$ cat src/rtl/finalproject_cpu_oci_dct_ctrl_pkg.sv
// Shared types and sizing constants for the OCI data-capture-trace sequencer.
package finalproject_cpu_oci_dct_pkg;

  localparam int DCT_ATOM_W = 2;
  localparam int DCT_DEPTH  = 15;
  localparam int DCT_BUF_W  = 30;
  localparam int DCT_CNT_W  = 4;

  typedef enum logic [1:0] {
    FILL = 2'd0,
    EMIT = 2'd1,
    DONE = 2'd2
  } dct_state_t;

endpackage

$ cat src/rtl/finalproject_cpu_oci_dct_ctrl_if.sv
// Atom-source and frame-sink handshakes of the DCT sequencer.
interface finalproject_cpu_oci_dct_ctrl_if;
  import finalproject_cpu_oci_dct_pkg::*;

  logic                  atom_valid;
  logic [DCT_ATOM_W-1:0] atom_data;
  logic                  atom_ready;
  logic                  frame_valid;
  logic                  frame_ready;
  logic [DCT_BUF_W-1:0]  frame_data;
  logic [DCT_CNT_W-1:0]  frame_count;

  modport master (
    output atom_valid, atom_data, frame_ready,
    input  atom_ready, frame_valid, frame_data, frame_count
  );

  modport slave (
    input  atom_valid, atom_data, frame_ready,
    output atom_ready, frame_valid, frame_data, frame_count
  );

endinterface

$ cat src/rtl/finalproject_cpu_oci_dct_ctrl_satcnt.sv
// 8-bit saturating event counter, cleared only by the asynchronous reset.
module finalproject_cpu_oci_dct_satcnt (
  input  logic       clk,
  input  logic       reset_n,
  input  logic       inc,
  output logic [7:0] count
);

  always_ff @(posedge clk or negedge reset_n) begin
    if (!reset_n) begin
      count <= 8'd0;
    end else if (inc && (count != 8'hFF)) begin
      count <= count + 8'd1;
    end
  end

endmodule

$ cat src/rtl/finalproject_cpu_oci_dct_ctrl.sv
// OCI DCT sequencer: packs trace atoms into frames, emits them, drains on test end.
// FINALPROJECT_CPU_OCI_DCT_DROP_EN: keep accepting (and counting as dropped) atoms during EMIT.
module finalproject_cpu_oci_dct_ctrl
  import finalproject_cpu_oci_dct_pkg::*;
#(
  parameter int ATOM_W = DCT_ATOM_W,
  parameter int DEPTH  = DCT_DEPTH,
  parameter int CNT_W  = DCT_CNT_W
) (
  input  logic                      clk,
  input  logic                      reset_n,
  finalproject_cpu_oci_dct_ctrl_if.slave bus,
  input  logic                      flush,
  input  logic                      test_ending,
  output logic [ATOM_W*DEPTH-1:0]   dct_buffer,
  output logic [CNT_W-1:0]          dct_count,
  output logic                      test_has_ended
`ifdef FINALPROJECT_CPU_OCI_DCT_DROP_EN
  ,
  output logic [7:0]                drop_count
`endif
);

  localparam int BUF_W = ATOM_W * DEPTH;

  dct_state_t        state_reg;
  logic [BUF_W-1:0]  buffer_reg;
  logic [CNT_W-1:0]  count_reg;
  logic              ending_reg;

  logic              accept;
  logic [BUF_W-1:0]  buffer_next;
  logic [CNT_W-1:0]  count_next;

  // Only FILL ever stores an atom; DROP-mode acceptance in EMIT is a discard.
  assign accept = bus.atom_valid && (state_reg == FILL);

  always_comb begin
    buffer_next = buffer_reg;
    count_next  = count_reg;
    if (accept) begin
      buffer_next = {buffer_reg[BUF_W-ATOM_W-1:0], bus.atom_data};
      count_next  = count_reg + CNT_W'(1);
    end
  end

  always_ff @(posedge clk or negedge reset_n) begin
    if (!reset_n) begin
      state_reg  <= FILL;
      buffer_reg <= '0;
      count_reg  <= '0;
      ending_reg <= 1'b0;
    end else begin
      case (state_reg)
        FILL: begin
          buffer_reg <= buffer_next;
          count_reg  <= count_next;
          // test_ending outranks flush; an empty buffer on test end needs no frame.
          if (test_ending) begin
            if (count_next != '0) begin
              state_reg  <= EMIT;
              ending_reg <= 1'b1;
            end else begin
              state_reg <= DONE;
            end
          end else if ((count_next == CNT_W'(DEPTH)) || (flush && (count_next != '0))) begin
            state_reg <= EMIT;
          end
        end
        EMIT: begin
          if (test_ending) begin
            ending_reg <= 1'b1;
          end
          if (bus.frame_ready) begin
            buffer_reg <= '0;
            count_reg  <= '0;
            state_reg  <= (ending_reg || test_ending) ? DONE : FILL;
          end
        end
        DONE: begin
          state_reg <= DONE;
        end
        default: begin
          state_reg <= FILL;
        end
      endcase
    end
  end

`ifdef FINALPROJECT_CPU_OCI_DCT_DROP_EN
  assign bus.atom_ready = (state_reg == FILL) || (state_reg == EMIT);

  finalproject_cpu_oci_dct_satcnt u_drop_cnt (
    .clk     (clk),
    .reset_n (reset_n),
    .inc     (bus.atom_valid && (state_reg == EMIT)),
    .count   (drop_count)
  );
`else
  assign bus.atom_ready = (state_reg == FILL);
`endif

  assign bus.frame_valid = (state_reg == EMIT);
  assign bus.frame_data  = (state_reg == EMIT) ? buffer_reg : '0;
  assign bus.frame_count = (state_reg == EMIT) ? count_reg : '0;
  assign dct_buffer      = buffer_reg;
  assign dct_count       = count_reg;
  assign test_has_ended  = (state_reg == DONE);

endmodule

$ cat src/flat_wrapper.sv
// flat-port wrapper written by rule: the top's interface ports become plain ports
module finalproject_cpu_oci_dct_ctrl_flat import finalproject_cpu_oci_dct_pkg::*;
#(
  parameter int ATOM_W = DCT_ATOM_W,
  parameter int DEPTH  = DCT_DEPTH,
  parameter int CNT_W  = DCT_CNT_W
)
  (clk, reset_n, flush, test_ending, dct_buffer, dct_count, test_has_ended, bus_atom_valid, bus_atom_data, bus_frame_ready, bus_atom_ready, bus_frame_valid, bus_frame_data, bus_frame_count);
  finalproject_cpu_oci_dct_ctrl_if bus_i ();
  input  logic clk;
  input  logic reset_n;
  input  logic flush;
  input  logic test_ending;
  output logic [ATOM_W*DEPTH-1:0] dct_buffer;
  output logic [CNT_W-1:0] dct_count;
  output logic test_has_ended;
  input wire logic [$bits(bus_i.atom_valid)-1:0] bus_atom_valid;
  input wire logic [$bits(bus_i.atom_data)-1:0] bus_atom_data;
  input wire logic [$bits(bus_i.frame_ready)-1:0] bus_frame_ready;
  output wire logic [$bits(bus_i.atom_ready)-1:0] bus_atom_ready;
  output wire logic [$bits(bus_i.frame_valid)-1:0] bus_frame_valid;
  output wire logic [$bits(bus_i.frame_data)-1:0] bus_frame_data;
  output wire logic [$bits(bus_i.frame_count)-1:0] bus_frame_count;
  assign bus_i.atom_valid = bus_atom_valid;
  assign bus_i.atom_data = bus_atom_data;
  assign bus_i.frame_ready = bus_frame_ready;
  assign bus_atom_ready = bus_i.atom_ready;
  assign bus_frame_valid = bus_i.frame_valid;
  assign bus_frame_data = bus_i.frame_data;
  assign bus_frame_count = bus_i.frame_count;
  finalproject_cpu_oci_dct_ctrl #(.ATOM_W(ATOM_W), .DEPTH(DEPTH), .CNT_W(CNT_W)) u_core (.clk(clk), .reset_n(reset_n), .bus(bus_i), .flush(flush), .test_ending(test_ending), .dct_buffer(dct_buffer), .dct_count(dct_count), .test_has_ended(test_has_ended));
endmodule
$ cat config.mk
export PLATFORM = sky130hd
export DESIGN_NAME = finalproject_cpu_oci_dct_ctrl_flat
export DESIGN_NICKNAME = d
export VERILOG_FILES = /design/src/rtl/finalproject_cpu_oci_dct_ctrl_pkg.sv /design/src/rtl/finalproject_cpu_oci_dct_ctrl_if.sv /design/src/rtl/finalproject_cpu_oci_dct_ctrl_satcnt.sv /design/src/rtl/finalproject_cpu_oci_dct_ctrl.sv /design/src/flat_wrapper.sv
export SDC_FILE = /design/constraint.sdc
export NUM_CORES = 1
export LEC_CHECK = 0
export CAP_MARGIN = 20
export CORE_MARGIN = 3
export CORE_UTILIZATION = 35
export CTS_CLUSTER_DIAMETER = 50
export DETAILED_ROUTE_END_ITERATION = 6
export PLACE_DENSITY = 0.64
export SKIP_LAST_GASP = 1
export SLEW_MARGIN = 10
export SYNTH_ARGS = -nofsm -noshare
export SYNTH_HDL_FRONTEND = slang
export SYNTH_SLANG_ARGS = --single-unit
$ cat constraint.sdc
create_clock -name clk -period 2.1 [get_ports clk]
set_clock_uncertainty 0.1 [all_clocks]
set_input_delay 0.42 -clock clk [delete_from_list [all_inputs] [get_ports clk]]
set_output_delay 0.42 -clock clk [all_outputs]
set_load 0.02 [all_outputs]
==> results of run 1 <==
[area by class of cell]
type / count / share of cell area, %
Sequential cell: 37 / 33.0
Clock inverter: 1 / 0.267
Multi-Input combinational cell: 112 / 29.0
Timing Repair Buffer: 95 / 31.4
Inverter: 3 / 0.401
Clock buffer: 6 / 2.94
Tap cell: 67 / 2.98
[metal layers]
| metal | share of wire, % | wire length, um |
|---|---|---|
| met3 | 7.8 | 385 |
| met4 | 1.2 | 60 |
| met1 | 48 | 2370 |
| met5 | 0 | 0 |
| met2 | 43 | 2150 |
[synth_stat cells (2+ instances only)]
| cell | instances | area [um2] |
|---|---|---|
| o311ai_0 | 2 | 17.5 |
| a21boi_0 | 2 | 15.0 |
| clkbuf_1 | 17 | 63.8 |
| nor2_1 | 3 | 11.3 |
| o21ai_0 | 5 | 25.0 |
| or4_1 | 2 | 15.0 |
| nand2_1 | 4 | 15.0 |
| a21oi_1 | 3 | 15.0 |
| and3_1 | 34 | 213 |
| and3b_1 | 4 | 35.0 |
| nand4_1 | 2 | 12.5 |
| inv_1 | 3 | 11.3 |
| nand2b_1 | 4 | 25.0 |
| a22o_1 | 31 | 272 |
| nor3_1 | 3 | 15.0 |
| dfrtp_1 | 37 | 926 |
[power breakdown]
group          switching, mW  internal [mW]  leakage, nW
registers              0.235          0.909        0.495
clock network          0.243          0.259       0.0433
logic                   1.05          0.882        0.966
total                   1.53           2.05         1.50
[placed cells by master (no fill, tap or decap), types with 4 or more instances in the layout]
master | synthesis | final
clkdlybuf4s50_1 | 0 | 40
dlygate4sd2_1 | 0 | 37
dfrtp_1 | 37 | 36
and3_1 | 34 | 34
a22o_1 | 31 | 31
buf_4 | 0 | 15
clkbuf_8 | 0 | 6
o21ai_0 | 5 | 4
nand2_1 | 4 | 4
nand2b_1 | 4 | 4
and3b_1 | 4 | 4
[per-stage QoR]
stage	power [mW]	setup TNS, ns
6_report	3.58	0
5_1_grt	3.84	0
4_1_cts	3.62	0
3_5_place_dp	3.16	-3.89
3_3_place_gp	3.15	-3.26
2_1_floorplan	2.17	0
[worst max path at each step]
| stage | end | depth (start not counted) | startpoint | slack, ns |
|---|---|---|---|---|
| finish | u_core.state_reg[1] | 6 | bus_atom_valid | 0.09 |
| CTS | bus_frame_count[2] | 4 | u_core.state_reg[1] | 0.07 |
| global route | u_core.state_reg[1] | 6 | bus_atom_valid | 0.01 |
| global placement | u_core.state_reg[1] | 6 | bus_atom_valid | -0.15 |
| floorplan | u_core.state_reg[1] | 6 | u_core.dct_count[1] | 0.06 |
| detailed placement | u_core.state_reg[1] | 6 | bus_atom_valid | -0.20 |
[worst max-delay path, cell delays in order]
cell,delay [ns]
clkdlybuf4s50_1,0.53
nor3b_4,0.23
and3b_1,0.18
o21ai_1,0.09
or4_1,0.47
a22oi_1,0.20
[cell families after synthesis]
logic type / Yosys count / synth area share (%)
AND/OR/NAND/NOR: 60 / 21.1
AO/OA/AOI/OAI: 49 / 21.3
flip-flops: 37 / 51.0
buffers and inverters: 21 / 4.41
XOR/XNOR: 1 / 0.896
multiplexers: 1 / 0.551
adder cells (fa/ha/maj): 1 / 0.689
==> run metrics, run 1 <==
async set-or-reset flop fraction in the synthesized netlist=100%; Setup crit start kind=input pin; Ports=79; worst r2r path cells=6; HPWL Detailed=3.43 mm; Worst-Margin Slew=0.458 ns; setup slack after layout=0.0923 ns; period utilization=95.6%; Hold-fix buffers, CTS=0; Tmin final=2.01 ns; Yosys warning count=0; initial core utilization=37.2%; synthesized instance count=170; CTS H-tree depth=2; Synth Register Bits=37; Placed Cells=314; total grt overflow=0; Seq/Total Area, Yosys=51.0%; CTS root buf=clkbuf_8; met1 GRT Util=24.0%; drt first pass iters=4; fin nets=263; Antenna diodes=0; largest net degree at the start of global routing=38; P&R area growth vs syn=54.6%; Clock Pin Slew Worst Setup and Hold Paths=0.07 ns; FMAX=498 MHz; Syn Nets=179; Placed Area=2760 um2; RR Endpoint=u_core.state_reg[1]; CTS tree=built; die width=78.0 um; number of global-route vias before repair=1727; postcts setup bufs=0; initial antenna violation count=0; top_reg_cell synth=dfrtp_1; worst vdd ir=0.000758 V; Die H=78.0 um; core area=4880 um2; # setup viols final=0; violation count after the first detailed-route iteration=135; Fillers=455; die area=6090 um2; Core Rows=25; post-route cell area=2810 um2; Routed Antenna Nets=0; pre-CTS setup slack=-0.201 ns; DRC=0; Mapped Avg Cell Area=10.7 um2; Hold Path Class=input pin to async pin; crit path DAT=2.11 ns; slew margin rel.=69.2%; RSZ-0062 raised after global routing=no; reg2reg start=u_core.dct_count[0]; Hold Slack=0.0611 ns; routed vias=1695; end-of-flow core utilization=57.6%; final hold vios=0; Post-Syn Area=1820 um2; GR Layer Usage met3=5.96%; CTS max path bufs=2; vias per cell=5.28; WL final=4.97 mm; first-pass GRT wire length=8.28 mm; cts bufs inserted=5; Slew Limit Fails=0; Wirelength per Cell=15.5 um; CTS Sinks=37; GPL Wtd Cong=0.758; status=finished clean; met2 Usage GRT=24.0%; layout cells sized above 1=11.8%; global routing's busiest layer=met1; Final Non-Filler Cells=321; worst-skew pair later-pin latency=0.29 ns; PortBufs=78; post-CTS resize count=38; CP Capture Type=flip-flop; max reg flops=30; synth unique cells=30; Leak=1.50 nW; worst reg2reg setup slack=0.12 ns; Max-Cap Viols=0; multi-input gate area in the final layout=815 um2; critical path peak fanout=5; Crit Path Category=input pin to flip-flop; Global Route Usage Sum=17.0%; critical path required time=2.20 ns; PwrDens=1270 nW/um2; Post-synth EDFFs=0; Storage cell area=927 um2
No activity file was read; power rests on OpenSTA's default activity.
==> inputs of run 2 (changes only) <==
- CORE_MARGIN: 3 -> 2
==> run metrics, run 2 (synthesis results as in run 1) <==
largest net degree at the start of global routing=38 (unchanged); Ports=79 (unchanged); die width=76.0 um (-2.6%); first-pass GRT wire length=7.84 mm (-5.3%); final hold vios=0 (unchanged); crit path DAT=1.49 ns (-0.62 ns); Placed Area=2760 um2 (-0.32%); # setup viols final=0 (unchanged); status=finished clean; WL final=4.95 mm (-0.36%); core area=5040 um2 (+3.3%); CTS Sinks=37 (unchanged); CTS tree=built; Fillers=486 (+6.8%); Leak=1.47 nW (-2.2%); Die H=76.0 um (-2.6%); RSZ-0062 raised after global routing=no; initial core utilization=36.0% (-1.2 points); critical path required time=1.58 ns (-0.62 ns); fin nets=263 (unchanged); total grt overflow=0 (unchanged); slew margin rel.=46.8% (-22 points); DRC=0 (unchanged); max reg flops=30 (unchanged); Storage cell area=926 um2 (-0.13%); Setup crit start kind=flip-flop; Clock Pin Slew Worst Setup and Hold Paths=0.07 ns (about the same); post-route cell area=2810 um2 (about the same); PortBufs=78 (unchanged); worst-skew pair later-pin latency=0.29 ns (about the same); PwrDens=1270 nW/um2 (-0.24%); violation count after the first detailed-route iteration=94 (-30%); FMAX=497 MHz (-0.24%); commonest non-fill, non-tap cell in the layout=clkdlybuf4s50_1; Worst-Margin Slew=0.797 ns (+0.340 ns); Routed Antenna Nets=0 (unchanged); period utilization=95.8% (+0.23 points); GPL Wtd Cong=0.745 (-1.8%); Core Rows=26 (+4.0%); cts bufs inserted=5 (unchanged); worst vdd ir=0.000736 V (-2.9%); CTS H-tree depth=2 (unchanged); critical path peak fanout=24 (+19); Crit Path Category=flip-flop to output port; routed vias=1719 (+1.4%); Slew Limit Fails=0 (unchanged); Global Route Usage Sum=16.9% (-0.030 points); Antenna diodes=0 (unchanged); vias per cell=5.31 (+0.48%); CTS root buf=clkbuf_8; HPWL Detailed=3.47 mm (+1.0%); drt first pass iters=4 (unchanged); multi-input gate area in the final layout=815 um2 (unchanged); P&R area growth vs syn=54.5% (about the same); Pwr Total=3.57 mW (-0.33%); CTS max path bufs=2 (unchanged); commonest cells after routing, fill and taps aside=40 x clkdlybuf4s50_1, 37 x dfrtp_1, 34 x and3_1; Hold Path Class=input pin to async pin; postcts setup bufs=0 (unchanged); Max-Cap Viols=0 (unchanged); die area=5780 um2 (-5.1%); worst r2r path cells=6 (unchanged); Tmin final=2.01 ns (+0.00485 ns); initial antenna violation count=0 (unchanged); number of global-route vias before repair=1563 (-9.5%); CP Capture Type=output port; layout cells sized above 1=11.0% (-0.79 points); Wirelength per Cell=15.3 um (-1.3%)
run 2: per-stage QoR:
stage | utilization [%] | setup TNS, ns | setup slack, ns | hold slack, ns | cells
6_report | 55.7 | 0 | 0.0874 | 0.116 | 324
3_5_place_dp | 54.6 | -3.27 | -0.183 | 0.348 | 317
2_1_floorplan | - | 0 | 0.0598 | 0.0244 | 170
5_1_grt | 55.7 | 0 | 0.00205 | 0.194 | 324
3_3_place_gp | 54.6 | -2.60 | -0.139 | 0.345 | 317
4_1_cts | 55.4 | 0 | 0.0670 | 0.140 | 324
run 2: critical path: stages, from the launching register on:
cell and delay (ns):
dfrtp_1 0.42, buf_4 0.27, and3_1 0.18, dlygate4sd2_1 0.33
run 2: power by group:
group          total (mW)  switching [mW]  internal, mW
clock network       0.491           0.231         0.260
registers            1.14           0.230         0.907
logic                1.94            1.06         0.878
run 2: area by class of cell:
cell class | count | share of cell area [%]
clock buffer | 7 | 3.08
inverter | 3 | 0.401
sequential | 37 | 33.0
tap | 70 | 3.12
timing repair buffer | 95 | 31.4
multi-input combinational | 112 | 29.0
run 2: path summary, 6_finish.rpt:
check	from	end	slack, ns
max	u_core.state_reg[0]	bus_frame_data[12]	0.09
min	reset_n	u_core.dct_buffer[2]	0.12
max reg2reg	u_core.state_reg[0]	u_core.state_reg[1]	0.10
min reg2reg	u_core.ending_reg	u_core.ending_reg	0.36
max in group asynchronous	reset_n	u_core.dct_buffer[28]	1.28
min in group clk	u_core.ending_reg	u_core.ending_reg	0.36
run 2: what timing repair did:
item	in CTS	in global routing
hold buffers	0	0
setup endpoints to repair	37	10
cloned	0	0
gates resized for setup	37	10
run 2: metal layers:
metal | global-route usage [%] | part of all wire, %
met5 | 0 | 0
met4 | 5.45 | 1.2
met3 | 5.21 | 7.5
met2 | 26.8 | 44
met1 | 22.4 | 47
